## config.mk

```make
export PLATFORM = sky130hd
export DESIGN_NAME = alu_serial_rx_flat
export DESIGN_NICKNAME = d
export VERILOG_FILES = /design/src/rtl/alu_serial_rx_if.sv /design/src/rtl/alu_serial_rx.sv /design/src/flat_wrapper.sv
export SDC_FILE = /design/constraint.sdc
export NUM_CORES = 1
export LEC_CHECK = 0
export BUFFER_PORTS_ARGS = -buffer_cell sky130_fd_sc_hd__buf_4
export CAP_MARGIN = 15
export CORE_MARGIN = 2
export CORE_UTILIZATION = 30
export CTS_BUF_LIST = sky130_fd_sc_hd__clkbuf_4 sky130_fd_sc_hd__clkbuf_8 sky130_fd_sc_hd__clkbuf_16
export CTS_CLUSTER_SIZE = 28
export DETAILED_ROUTE_END_ITERATION = 8
export PLACE_DENSITY = 0.55
export SLEW_MARGIN = 20
export SYNTH_ARGS = -nofsm -noshare
export SYNTH_HDL_FRONTEND = slang
export SYNTH_SLANG_ARGS = --single-unit
```

## constraint.sdc

```tcl
create_clock -name clk -period 4.79 [get_ports clk]
set_input_delay 1.437 -clock clk [delete_from_list [all_inputs] [get_ports clk]]
set_output_delay 1.437 -clock clk [all_outputs]
set_load 0.01 [all_outputs]
```

## src/rtl/alu_serial_rx_if.sv

```systemverilog
// Record channel from the serial receiver to the ALU core (valid/ready).
// master drives the record, slave returns out_ready.
interface alu_serial_rx_if;
    logic        out_valid;
    logic        out_ready;
    logic [31:0] out_a;
    logic [31:0] out_b;
    logic [2:0]  out_op;
    logic [2:0]  out_err;

    modport master (
        output out_valid,
        output out_a,
        output out_b,
        output out_op,
        output out_err,
        input  out_ready
    );

    modport slave (
        input  out_valid,
        input  out_a,
        input  out_b,
        input  out_op,
        input  out_err,
        output out_ready
    );
endinterface

```

## src/rtl/alu_serial_rx.sv

```systemverilog
// Purpose: deserialise 11-bit frames into an ALU operand packet, CRC4/length/opcode check.
// Latency: out_valid rises 2 clk after the cmd frame's stop bit is sampled.
// Backpressure: one record held until out_valid&&out_ready; a packet finishing while held is dropped (overrun).
module alu_serial_rx #(
    parameter int IDLE_TIMEOUT = 1000
) (
    input  logic            clk,
    input  logic            rst,
    input  logic            sin,
    alu_serial_rx_if.master rec,
    output logic            frame_err,
    output logic            overrun
);

    localparam logic [1:0] S_IDLE = 2'd0;
    localparam logic [1:0] S_BITS = 2'd1;
    localparam logic [1:0] S_HOLD = 2'd2;

    localparam logic [2:0] ERR_DATA = 3'b100;
    localparam logic [2:0] ERR_CRC  = 3'b010;
    localparam logic [2:0] ERR_OP   = 3'b001;

    localparam int TW = $clog2(IDLE_TIMEOUT + 1);
    localparam logic [TW-1:0] IDLE_LAST = TW'(IDLE_TIMEOUT - 1);

    typedef struct packed {
        logic [31:0] a;
        logic [31:0] b;
        logic [2:0]  op;
        logic [2:0]  err;
    } rec_t;

    logic [1:0]    state;
    logic [3:0]    bit_cnt;
    logic          is_cmd;
    logic [7:0]    shreg;
    logic [63:0]   data_buf;
    logic [3:0]    byte_cnt;
    logic [TW-1:0] idle_cnt;

    logic          pkt_vld;
    logic [63:0]   pkt_buf;
    logic [3:0]    pkt_cnt;
    logic [2:0]    pkt_op;
    logic [3:0]    pkt_crc;

    logic          res_vld;
    rec_t          res;
    rec_t          chk;
    logic          op_ok;

    // Serial CRC4, x^4+x+1, init 0, MSB first.
    function automatic logic [3:0] crc4(input logic [67:0] msg);
        logic [3:0] c;
        logic       fb;
        c = 4'h0;
        for (int i = 67; i >= 0; i--) begin
            fb = c[3] ^ msg[i];
            c  = {c[2:0], 1'b0} ^ (fb ? 4'h3 : 4'h0);
        end
        return c;
    endfunction

    always_ff @(posedge clk) begin
        if (rst) begin
            state     <= S_IDLE;
            bit_cnt   <= '0;
            is_cmd    <= 1'b0;
            shreg     <= '0;
            data_buf  <= '0;
            byte_cnt  <= '0;
            idle_cnt  <= '0;
            frame_err <= 1'b0;
            pkt_vld   <= 1'b0;
            pkt_buf   <= '0;
            pkt_cnt   <= '0;
            pkt_op    <= '0;
            pkt_crc   <= '0;
        end else begin
            frame_err <= 1'b0;
            pkt_vld   <= 1'b0;
            case (state)
                S_IDLE: begin
                    if (!sin) begin
                        state    <= S_BITS;
                        bit_cnt  <= '0;
                        idle_cnt <= '0;
                    end else if (byte_cnt != 4'd0) begin
                        // Abandon a stalled partial packet.
                        if (idle_cnt == IDLE_LAST) begin
                            byte_cnt <= '0;
                            data_buf <= '0;
                            idle_cnt <= '0;
                        end else begin
                            idle_cnt <= idle_cnt + TW'(1);
                        end
                    end else begin
                        idle_cnt <= '0;
                    end
                end
                S_BITS: begin
                    bit_cnt <= bit_cnt + 4'd1;
                    if (bit_cnt == 4'd0) begin
                        is_cmd <= sin;
                    end else if (bit_cnt != 4'd9) begin
                        shreg <= {shreg[6:0], sin};
                    end else begin
                        bit_cnt <= '0;
                        if (!sin) begin
                            frame_err <= 1'b1;
                            byte_cnt  <= '0;
                            data_buf  <= '0;
                            state     <= S_HOLD;
                        end else begin
                            state <= S_IDLE;
                            if (is_cmd) begin
                                pkt_vld  <= 1'b1;
                                pkt_buf  <= data_buf;
                                pkt_cnt  <= byte_cnt;
                                pkt_op   <= shreg[6:4];
                                pkt_crc  <= shreg[3:0];
                                byte_cnt <= '0;
                                data_buf <= '0;
                            end else begin
                                data_buf <= {data_buf[55:0], shreg};
                                if (byte_cnt != 4'd9)
                                    byte_cnt <= byte_cnt + 4'd1;
                            end
                        end
                    end
                end
                S_HOLD: begin
                    // A broken line may sit low; only a high level re-arms start detection.
                    if (sin)
                        state <= S_IDLE;
                end
                default: state <= S_IDLE;
            endcase
        end
    end

    always_comb begin
        op_ok = (pkt_op == 3'b000) || (pkt_op == 3'b001) ||
                (pkt_op == 3'b100) || (pkt_op == 3'b101);
        chk    = '0;
        chk.op = pkt_op;
        if (pkt_cnt != 4'd8)
            chk.err = ERR_DATA;
        else if (crc4({pkt_buf, 1'b1, pkt_op}) != pkt_crc)
            chk.err = ERR_CRC;
        else if (!op_ok)
            chk.err = ERR_OP;
        else begin
            chk.a = pkt_buf[31:0];
            chk.b = pkt_buf[63:32];
        end
    end

    always_ff @(posedge clk) begin
        if (rst) begin
            res_vld       <= 1'b0;
            res           <= '0;
            overrun       <= 1'b0;
            rec.out_valid <= 1'b0;
            rec.out_a     <= '0;
            rec.out_b     <= '0;
            rec.out_op    <= '0;
            rec.out_err   <= '0;
        end else begin
            overrun <= 1'b0;
            res_vld <= pkt_vld;
            if (pkt_vld)
                res <= chk;
            if (rec.out_valid && rec.out_ready)
                rec.out_valid <= 1'b0;
            // Only an empty output slot takes a new record; ready never feeds valid.
            if (res_vld) begin
                if (rec.out_valid) begin
                    overrun <= 1'b1;
                end else begin
                    rec.out_valid <= 1'b1;
                    rec.out_a     <= res.a;
                    rec.out_b     <= res.b;
                    rec.out_op    <= res.op;
                    rec.out_err   <= res.err;
                end
            end
        end
    end

endmodule

```

## src/flat_wrapper.sv

```systemverilog
// flat-port wrapper written by rule: the top's interface ports become plain ports
module alu_serial_rx_flat 
#(
    parameter int IDLE_TIMEOUT = 1000
)
  (clk, rst, sin, frame_err, overrun, rec_out_valid, rec_out_a, rec_out_b, rec_out_op, rec_out_err, rec_out_ready);
  alu_serial_rx_if rec_i ();
  input  logic clk;
  input  logic rst;
  input  logic sin;
  output logic frame_err;
  output logic overrun;
  output wire logic [$bits(rec_i.out_valid)-1:0] rec_out_valid;
  output wire logic [$bits(rec_i.out_a)-1:0] rec_out_a;
  output wire logic [$bits(rec_i.out_b)-1:0] rec_out_b;
  output wire logic [$bits(rec_i.out_op)-1:0] rec_out_op;
  output wire logic [$bits(rec_i.out_err)-1:0] rec_out_err;
  input wire logic [$bits(rec_i.out_ready)-1:0] rec_out_ready;
  assign rec_out_valid = rec_i.out_valid;
  assign rec_out_a = rec_i.out_a;
  assign rec_out_b = rec_i.out_b;
  assign rec_out_op = rec_i.out_op;
  assign rec_out_err = rec_i.out_err;
  assign rec_i.out_ready = rec_out_ready;
  alu_serial_rx #(.IDLE_TIMEOUT(IDLE_TIMEOUT)) u_core (.clk(clk), .rst(rst), .sin(sin), .rec(rec_i), .frame_err(frame_err), .overrun(overrun));
endmodule
```

### Word level (Yosys, flattened, before mapping)

Index checks and enable logic that the tools add are counted.

* register bits after elaboration: 313
* bits in latches: 0
* RAM bits: 0
* memory bits (read-only): 0
* input bits: 4
* output and inout port bits: 73
* logic and storage cells: 314
* memories: 0

* add/sub/neg operators: 3
* $mul: 0
* div/mod/pow operators: 0
* $lt $le $gt $ge: 0
* eq/ne operators: 18
* shift operators: 0
* mux-type cells: 110
* bitwise gates (word level): 139
* reductions and logical operators: 20

Operators by type and width (count)
* 64-bit 2-to-1 mux: 10
* 4-bit XOR: 67
* 2-bit 2-to-1 mux: 73
* 64-bit case mux with 2 select lines: 1
* 1-bit XOR: 65
* 4-bit 2-to-1 mux: 11
* 10-bit 2-to-1 mux: 3
* 4-bit case mux with 2 select lines: 2
* 4-bit != test, second input constant: 3
* 10-bit by 1-bit adder with 10-bit output, second input constant: 1
* 10-bit == test, second input constant: 1
* 2-bit != test, second input constant: 5
* 4-bit by 1-bit adder with 4-bit output, second input constant: 2
* 1-bit 2-to-1 mux: 7
* 7-bit AND reduction: 1
* 3-bit == test, second input constant: 2
* 3-bit 2-to-1 mux: 2
* 1-bit inverter: 6
* 2-bit case mux with 3 select lines: 1
* 2-bit AND reduction: 3
* 6-bit AND reduction: 1
* 5-bit AND reduction: 1
* 5-bit OR reduction: 1
* 4-bit zero test: 1
* 17 further kinds: 20

### Longest topological paths before layout

Gate-level depths: netlist of run 1.

* depth in word-level cells: 203
* mapped depth: 13
* mapped depth without buffers: 11

### Least setup slack after synthesis of run 1

Ideal clock, no wire load.

* kind: reg2reg
* from: register u_core.pkt_buf[31]
* to: register u_core.res[16] (netlist bit)
* library setup time: 117 ps
* arrival: 3780 ps
* data required time: 4673 ps
* setup slack: 893 ps
* cell stages (with the launch flop): 14
* path buffers: 2
* clock period less this slack: 3897 ps
* cells stage by stage: dfxtp_1 > xnor3_1 > xnor2_2 > xnor3_2 > xnor3_2 > xnor3_2 > xor2_2 > mux2_1 > a22o_1 > o32ai_2 > nor4b_2 > buf_6 > buf_12 > a22o_1

* cells in the longest elaborated chain, start to end: 63
* elaborated cells on any way between the ends: 104
* those cells by class: eq/ne: 1; mux: 35; bitwise: 68

RTL lines
* start, declared: RTL line alu_serial_rx.sv:42 `logic [63:0] pkt_buf;`
* start signal, assigned: RTL line alu_serial_rx.sv:118 `pkt_buf <= data_buf;`
* 1-bit XOR *: RTL line alu_serial_rx.sv:58 `fb = c[3] ^ msg[i];`
* 2-bit 2-to-1 mux *: RTL line alu_serial_rx.sv:59 `c = {c[2:0], 1'b0} ^ (fb ? 4'h3 : 4'h0);`
* 4-bit XOR * (3 in series): RTL line alu_serial_rx.sv:59
* 1-bit XOR or 4-bit XOR (tied branches): RTL line alu_serial_rx.sv:58, alu_serial_rx.sv:59
* 2-bit 2-to-1 mux or 1-bit XOR (tied branches): RTL line alu_serial_rx.sv:59, alu_serial_rx.sv:58
* 4-bit XOR * (3 in series): RTL line alu_serial_rx.sv:59
* 1-bit XOR or 4-bit XOR (tied branches): RTL line alu_serial_rx.sv:58, alu_serial_rx.sv:59
* 2-bit 2-to-1 mux or 1-bit XOR (tied branches): RTL line alu_serial_rx.sv:59, alu_serial_rx.sv:58
* [40 not listed]
* 2-bit 2-to-1 mux or 4-bit XOR (tied branches): RTL line alu_serial_rx.sv:59
* 4-bit XOR * (4 in series): RTL line alu_serial_rx.sv:59
* 1-bit XOR (tied with other cells): RTL line alu_serial_rx.sv:58
* 2-bit 2-to-1 mux or 4-bit XOR (tied branches): RTL line alu_serial_rx.sv:59
* 4-bit XOR *: RTL line alu_serial_rx.sv:59
* 4-bit != test *: RTL line alu_serial_rx.sv:149 `else if (crc4({pkt_buf, 1'b1, pkt_op}) != pkt_crc)`
* 64-bit 2-to-1 mux *: RTL line alu_serial_rx.sv:149
* 64-bit 2-to-1 mux *: RTL line alu_serial_rx.sv:147 `if (pkt_cnt != 4'd8)`
* end signal, assigned: RTL line alu_serial_rx.sv:173 `res <= chk;`
* end, declared: RTL line alu_serial_rx.sv:48 `rec_t res;`

Every way passes the cells marked *; elsewhere a longest branch is shown, timed or not.
A chain may end at the register's enable or synchronous reset.

### Final worst setup path of run 1

* from: register u_core.pkt_buf[33]
* to: register u_core.res[53] (netlist bit)

* cells in the longest elaborated chain, start to end: 67
* elaborated cells on any way between the ends: 110
* those cells by class: eq/ne: 1; mux: 37; bitwise: 72

RTL lines (RTL line)
* 1-bit XOR *: alu_serial_rx.sv:58
* 2-bit 2-to-1 mux *: alu_serial_rx.sv:59
* 4-bit XOR * (3 in series): alu_serial_rx.sv:59
* 1-bit XOR: alu_serial_rx.sv:58
* 2-bit 2-to-1 mux: alu_serial_rx.sv:59
* 4-bit XOR * (3 in series): alu_serial_rx.sv:59
* 1-bit XOR: alu_serial_rx.sv:58
* 2-bit 2-to-1 mux: alu_serial_rx.sv:59
* [44 not listed]
* 2-bit 2-to-1 mux: alu_serial_rx.sv:59
* 4-bit XOR * (4 in series): alu_serial_rx.sv:59
* 1-bit XOR or 2-bit 2-to-1 mux (tied branches): alu_serial_rx.sv:58, alu_serial_rx.sv:59
* 2-bit 2-to-1 mux or 4-bit XOR (tied branches): alu_serial_rx.sv:59
* 4-bit XOR *: alu_serial_rx.sv:59
* 4-bit != test *: alu_serial_rx.sv:149
* 64-bit 2-to-1 mux *: alu_serial_rx.sv:149
* 64-bit 2-to-1 mux *: alu_serial_rx.sv:147

Marked as above.

==> impl_metrics.tcl, run 1 <==
set metrics [dict create \
    ctsResizeCount 0 \
    asyncSetResetFlopFracSynth_pct 0 \
    seq_area_frac_synth_pct 51.3 \
    clkSinkCount 313 \
    fillCellCount 4103 \
    met2RoutedLength_um 13800 \
    worst-path-max-fanout 52 \
    ctsLongestPathBuffers 3 \
    first_pass_iters 4 \
    run_status "finished clean" \
    ys_types 50 \
    postSynthCellCount 1392 \
    core_region_area_um2 39900 \
    worstHoldPathType "reg2reg" \
    synth_edf_count 0 \
    final_common_cell "sky130_fd_sc_hd__nand2_1" \
    route.detailed.drc 0 \
    cts-root-buf "sky130_fd_sc_hd__clkbuf_16" \
    place.gp.congestion 0.771 \
    ys_warn_count 0 \
    grt_antenna_before_repair 0 \
    areaGrowthSynthToFinish_pct 17.6 \
    cts_tree "built" \
    drtAntennaViolNets 0 \
    vias_per_cell 4.66 \
    ctsHtreeMaxLevel 2 \
    fin_crit_ns 4.25 \
    finalHoldViolCount 0 \
    placementRows 73 \
    place_hpwl_um 19300 \
    portBuffers 76 \
    power_density_nw_per_um2 377 \
    cap_violations 0 \
    final-setup-viol-count 0 \
    vdd.ir_drop.worst_v 0.000211 \
    finalHoldWorstSlack_ns 0.452 \
    drv_slew 0 \
    grt_pass1_vias 8955 \
    slew-limit-headroom_pct 37.1 \
    die_width_um 206 \
    finalClockSkew_ns 0.0187 \
    netlist_area_um2 12200 \
    cellLeakagePower_nw 5.12 \
    antenna-diode-count 0 \
    post_drt_wl_per_cell_um 15.3 \
    synthFlopType "sky130_fd_sc_hd__dfxtp_1" \
    top_signal_layer_used "met4" \
    min_period_over_period_pct 88.7 \
    critPathKind "reg2reg" \
    routed-wl-met3_um 1240 \
    postSynthNetCount 1403 \
    critPathLaunchType "flip-flop" \
    flip_flop_and_latch_count_after_synthesis 313 \
    totalWireLength_um 30200 \
    critPathRequiredTime_ns 5.25 \
    cts_inserted_buffers 35 \
    global_route.usage.total_pct 14.5 \
    final_cell_mix "443 x sky130_fd_sc_hd__nand2_1, 313 x sky130_fd_sc_hd__dfxtp_1, 223 x sky130_fd_sc_hd__a21oi_1, 86 x sky130_fd_sc_hd__buf_4, 66 x sky130_fd_sc_hd__a22o_1" \
    clk_pin_slew_worst_paths_ns 0.06 \
    i_o_pins 77 \
    max_freq_mhz 235 \
    initial_utilization_pct 30.6 \
    cts_hold_buffers 0 \
    unrepaired_setup_endpoints_after_global_routing "no" \
    max_slew.worst_pin.slew_ns 0.942 \
    grt_first_pass_wirelength_um 49200 \
    drive_above_1_share_pct 12.0 \
    met1Wirelength_um 14500 \
    finalNetCount 1436 \
    total_congestion_overflow_after_global_routing 0 \
    finalCoreUtilization_pct 36.0 \
    avgSynthCellArea_um2 8.77 \
    die_outline_area_um2 42300 \
    clkLatencyLatePin_ns 0.51 \
    fin_tns_setup_ns 0 \
    die_height_um 206 \
    worst-endpoint-arrival_ns 4.71 \
    via_count 9210 \
    postCtsSetupBuffers 0 \
    timing.critical_path.to_type "flip-flop" \
    largest_net_degree_at_the_start_of_global_routing 77 \
    drt_first_iter_violations 524 \
]
-- per-stage QoR --
stage / area (um^2) / setup WS [ns] / power (mW) / std cells
after floorplan: 12200 / 0.893 / 2.74 / 1392
after global placement: 13200 / 0.663 / 2.77 / 1913
after detailed placement: 13200 / 0.560 / 2.78 / 1913
after CTS: 14400 / 0.529 / 5.49 / 1977
after global routing: 14400 / 0.286 / 5.62 / 1977
final: 14400 / 0.540 / 5.41 / 1977
-- power by group --
part           switching (mW)  leakage, nW  internal (mW)  total (mW)
Sequential            0.00328         2.52           2.61        2.61
Clock                    1.07        0.600           1.63        2.70
Combinational          0.0878         2.00         0.0190       0.107
Total                    1.16         5.12           4.26        5.41
-- flip-flops by register name, summed over array words and instances, names as in the netlist, 2 cells and up --
signal	flops
u_core.rec.out_b	32
u_core.res	70
u_core.idle_cnt	10
u_core.bit_cnt	4
u_core.data_buf	64
u_core.shreg	8
u_core.rec.out_err	3
u_core.rec.out_op	3
u_core.pkt_cnt	4
u_core.byte_cnt	4
u_core.pkt_op	3
u_core.pkt_buf	64
u_core.pkt_crc	4
u_core.state	2
u_core.rec.out_a	32
-- cell families (layout without fill, tap and decap cells) --
kind of cell / Yosys count / in the layout / synth area share [%]
and+or+nand+nor: 543 / 543 / 17.7
DFF: 313 / 313 / 51.3
buffers and inverters: 99 / 159 / 3.90
AOI/OAI and AO/OA: 314 / 314 / 15.5
xor gates and xnor gates: 100 / 100 / 9.53
muxes: 16 / 16 / 1.33
adders and majority gates: 7 / 7 / 0.717
-- layer usage --
| layer | up-vias | track usage [%] |
|---|---|---|
| met5 | - | 0 |
| met1 | 4342 | 20.0 |
| met2 | 125 | 23.2 |
| met3 | 45 | 2.52 |
| li1 | 4698 | - |
| met4 | 0 | 4.03 |
-- final cells by class --
type	instances	area (um^2)	share of cell area, %
clock buffers	52	1080	7.55
clock inverters	12	106	0.741
inverters	6	22.5	0.157
multi-input cells	980	5530	38.5
flip-flops and latches	313	6270	43.6
well taps	525	657	4.57
repair buffers	89	697	4.85
-- synthesized netlist by cell type, types with 3 or more instances --
master	instances	area (um^2)
sky130_fd_sc_hd__nand2_1	443	1660
sky130_fd_sc_hd__dfxtp_1	313	6270
sky130_fd_sc_hd__a21oi_1	224	1120
sky130_fd_sc_hd__clkbuf_1	79	297
sky130_fd_sc_hd__a22o_1	66	578
sky130_fd_sc_hd__xnor2_1	60	526
sky130_fd_sc_hd__nor2_1	52	195
sky130_fd_sc_hd__xor2_1	18	158
sky130_fd_sc_hd__xnor3_1	16	360
sky130_fd_sc_hd__mux2i_1	14	140
sky130_fd_sc_hd__buf_1	7	26.3
sky130_fd_sc_hd__ha_1	7	87.6
sky130_fd_sc_hd__nand3_1	7	35.0
sky130_fd_sc_hd__o21ai_0	7	35.0
sky130_fd_sc_hd__buf_12	6	120
sky130_fd_sc_hd__inv_1	6	22.5
sky130_fd_sc_hd__and2_1	5	31.3
sky130_fd_sc_hd__and3_1	5	31.3
sky130_fd_sc_hd__nand4_1	5	31.3
sky130_fd_sc_hd__nor3b_1	5	37.5
sky130_fd_sc_hd__nand2b_1	4	25.0
sky130_fd_sc_hd__nor3_1	4	20.0
sky130_fd_sc_hd__nor4_1	4	25.0
sky130_fd_sc_hd__a311oi_1	3	26.3
sky130_fd_sc_hd__xnor3_2	3	71.3
-- worst paths after layout --
path / end / start / cells past startpoint / slack (ns)
max: u_core.res[53]$_SDFFE_PP0P_ / u_core.pkt_buf[33]$_SDFFE_PP0P_ / 12 / 0.54
min: u_core.rec.out_b[21]$_SDFFE_PP0P_ / u_core.rec.out_b[21]$_SDFFE_PP0P_ / 2 / 0.45
max reg2reg: u_core.res[53]$_SDFFE_PP0P_ / u_core.pkt_buf[33]$_SDFFE_PP0P_ / 12 / 0.54
min reg2reg: u_core.rec.out_b[21]$_SDFFE_PP0P_ / u_core.rec.out_b[21]$_SDFFE_PP0P_ / 2 / 0.45
-- critical path: stages, from the launching register on --
cell,delay [ns]
sky130_fd_sc_hd__dfxtp_1,0.36
sky130_fd_sc_hd__xnor3_1,0.48
sky130_fd_sc_hd__xnor2_2,0.22
sky130_fd_sc_hd__xnor3_2,0.51
sky130_fd_sc_hd__xnor3_2,0.41
sky130_fd_sc_hd__xnor3_2,0.50
sky130_fd_sc_hd__xor2_2,0.23
sky130_fd_sc_hd__o32a_1,0.38
sky130_fd_sc_hd__o211ai_2,0.17
sky130_fd_sc_hd__a21oi_2,0.08
sky130_fd_sc_hd__nor4b_4,0.34
sky130_fd_sc_hd__buf_12,0.28
sky130_fd_sc_hd__a22o_1,0.18
Note: power is estimated with default switching activity, not from simulation.
==> run 2, diff against run 1 <==
--- a/config.mk
+++ b/config.mk
@@ -9,7 +9,6 @@
 export CAP_MARGIN = 15
 export CORE_MARGIN = 2
 export CORE_UTILIZATION = 30
-export CTS_BUF_LIST = sky130_fd_sc_hd__clkbuf_4 sky130_fd_sc_hd__clkbuf_8 sky130_fd_sc_hd__clkbuf_16
 export CTS_CLUSTER_SIZE = 28
 export DETAILED_ROUTE_END_ITERATION = 8
 export PLACE_DENSITY = 0.55
==> impl_metrics.tcl, run 2 (synthesized netlist as in run 1, its figures left out) <==
set metrics [dict create \
    postCtsSetupBuffers 0 \
    clk_pin_slew_worst_paths_ns 0.06 \
    clkLatencyLatePin_ns 0.51 \
    ctsLongestPathBuffers 3 \
    totalWireLength_um 30100 \
    met3_usage_pct 2.52 \
    place.gp.congestion 0.771 \
    initial_utilization_pct 30.6 \
    register_area_um2 6270 \
    max_stage_delay_ns 0.51 \
    global_route.usage.met2_pct 23.2 \
    die_width_um 206 \
    vdd.ir_drop.worst_v 0.000211 \
    grt_antenna_before_repair 0 \
    worst_r2r_path_depth 12 \
    multiInputGateArea_um2 5530 \
    vias_per_cell 4.66 \
    i_o_pins 77 \
    critPathKind "reg2reg" \
    cts_hold_buffers 0 \
    power.sequential.fraction_pct 48.5 \
    finalClockSkew_ns 0.0196 \
    die_height_um 206 \
    worst_path_max_delay_cell "sky130_fd_sc_hd__xnor3_2" \
    fillCellCount 4111 \
    total_switching_power_mw 1.16 \
    grt_busiest_layer "met2" \
    via_count 9218 \
    finalHoldWorstSlack_ns 0.452 \
    switching_share_of_power_pct 21.5 \
    drive_above_1_share_pct 11.6 \
    post_drt_wl_per_cell_um 15.2 \
    ctsResizeCount 0 \
    final_cell_mix "443 x sky130_fd_sc_hd__nand2_1, 313 x sky130_fd_sc_hd__dfxtp_1, 223 x sky130_fd_sc_hd__a21oi_1, 86 x sky130_fd_sc_hd__buf_4, 66 x sky130_fd_sc_hd__a22o_1" \
    slew-limit-headroom_pct 36.8 \
    max_freq_mhz 235 \
    path_cells "xnor3_1 > xnor2_2 > xnor3_2 > xnor3_2 > xnor3_2 > xor2_2 > o32a_1 > o211ai_2 > a21oi_2 > nor4b_4 > buf_12 > a22o_1" \
    power.internal_mw 4.22 \
    drt_first_iter_violations 520 \
    fraction_of_met1_tracks_used_by_global_routing_pct 20.0 \
    first_pass_iters 4 \
    power_frac_clock_pct 49.5 \
    fin_crit_ns 4.25 \
    finalNetCount 1436 \
    cap_violations 0 \
    max_slew.worst_pin.slew_ns 0.946 \
    design_power_total_mw 5.38 \
    run_status "finished clean" \
    clkSinkCount 313 \
    grt_first_pass_wirelength_um 49200 \
    largest_net_degree_at_the_start_of_global_routing 77 \
    final-setup-viol-count 0 \
    cts-root-buf "sky130_fd_sc_hd__clkbuf_16" \
    path_buf_inv 1 \
    cp.depth 12 \
    min_period_over_period_pct 88.7 \
    critPathRequiredTime_ns 5.24 \
    total_congestion_overflow_after_global_routing 0 \
    detailed_place.area_um2 13200 \
    cp_top_family "XOR/XNOR gates" \
    die_outline_area_um2 42300 \
    worst-path-max-fanout 52 \
    place_hpwl_um 19300 \
    unrepaired_setup_endpoints_after_global_routing "no" \
    top_regs "u_core.res: 70 flops, u_core.data_buf: 64 flops, u_core.pkt_buf: 64 flops" \
    final_common_cell "sky130_fd_sc_hd__nand2_1" \
    cts_tree "built" \
    critPathLaunchType "flip-flop" \
    power.combinational.fraction_pct 2.0 \
    post-route-cell-area_um2 14300 \
    max_flop_register "u_core.res" \
    worstHoldPathType "reg2reg" \
    core_region_area_um2 39900 \
    finalHoldViolCount 0 \
    antenna-diode-count 0 \
    areaGrowthSynthToFinish_pct 17.4 \
    largest_reg_flops 70 \
    drtAntennaViolNets 0 \
    global_route.usage.total_pct 14.5 \
    drv_slew 0 \
    cts_inserted_buffers 35 \
    placementRows 73 \
    worst-endpoint-arrival_ns 4.70 \
    fin_tns_setup_ns 0 \
    ctsHtreeMaxLevel 2 \
    power_density_nw_per_um2 375 \
    timing.critical_path.to_type "flip-flop" \
    cellLeakagePower_nw 5.10 \
    route.detailed.drc 0 \
    grt_pass1_vias 8956 \
    worst_path_most_repeated_cell "sky130_fd_sc_hd__xnor3_2" \
    timing.hold.worst_path_depth 2 \
    portBuffers 76 \
    finalCoreUtilization_pct 35.9 \
]
-- run 2: cell counts in the layout (fill, tap and decap cells not counted) --
No cell type changed its count.
-- run 2: through the flow --
| stage | setup slack, ns | std cells |
|---|---|---|
| finish | 0.543 | 1977 |
| global route | 0.286 | 1977 |
| CTS | 0.529 | 1977 |
| detailed placement | 0.560 | 1913 |
| global placement | 0.663 | 1913 |
| floorplan | 0.893 | 1392 |
-- run 2: final cells by class --
cell class	instances	area share [%]
Tap cell	525	4.58
Clock buffer	52	7.40
Clock inverter	12	0.742
Timing Repair Buffer	89	4.86
Multi-Input combinational cell	980	38.5
Inverter	6	0.157
Sequential cell	313	43.7
-- run 2: power groups by stage --
| stage | registers [mW] | clock network (mW) | logic (mW) |
|---|---|---|---|
| floorplan | 2.67 | 0 | 0.0738 |
| global placement | 2.67 | 0 | 0.107 |
| detailed placement | 2.67 | 0 | 0.109 |
| CTS | 2.61 | 2.74 | 0.109 |
| global route | 2.61 | 2.86 | 0.120 |
| finish | 2.61 | 2.66 | 0.107 |
-- run 2: tightest hold or removal path, delay by kind of cell (launching register included) --
kind	cells	cell delay [ns]
compound gates	1	0.05
simple gates	1	0.05
flops	1	0.31
-- run 2: path summary, 6_finish.rpt --
check	start	endpoint	slack, ns
min reg2reg	u_core.rec.out_b[21]$_SDFFE_PP0P_	u_core.rec.out_b[21]$_SDFFE_PP0P_	0.45
max	u_core.pkt_buf[33]$_SDFFE_PP0P_	u_core.res[62]$_SDFFE_PP0P_	0.54
min	u_core.rec.out_b[21]$_SDFFE_PP0P_	u_core.rec.out_b[21]$_SDFFE_PP0P_	0.45
max reg2reg	u_core.pkt_buf[33]$_SDFFE_PP0P_	u_core.res[62]$_SDFFE_PP0P_	0.54
-- run 2: routing by layer --
layer / part of all wire (%) / wire length, um
met1: 49 / 14800
met3: 3.7 / 1120
met2: 45 / 13600
met4: 2.0 / 599
met5: 0 / 0
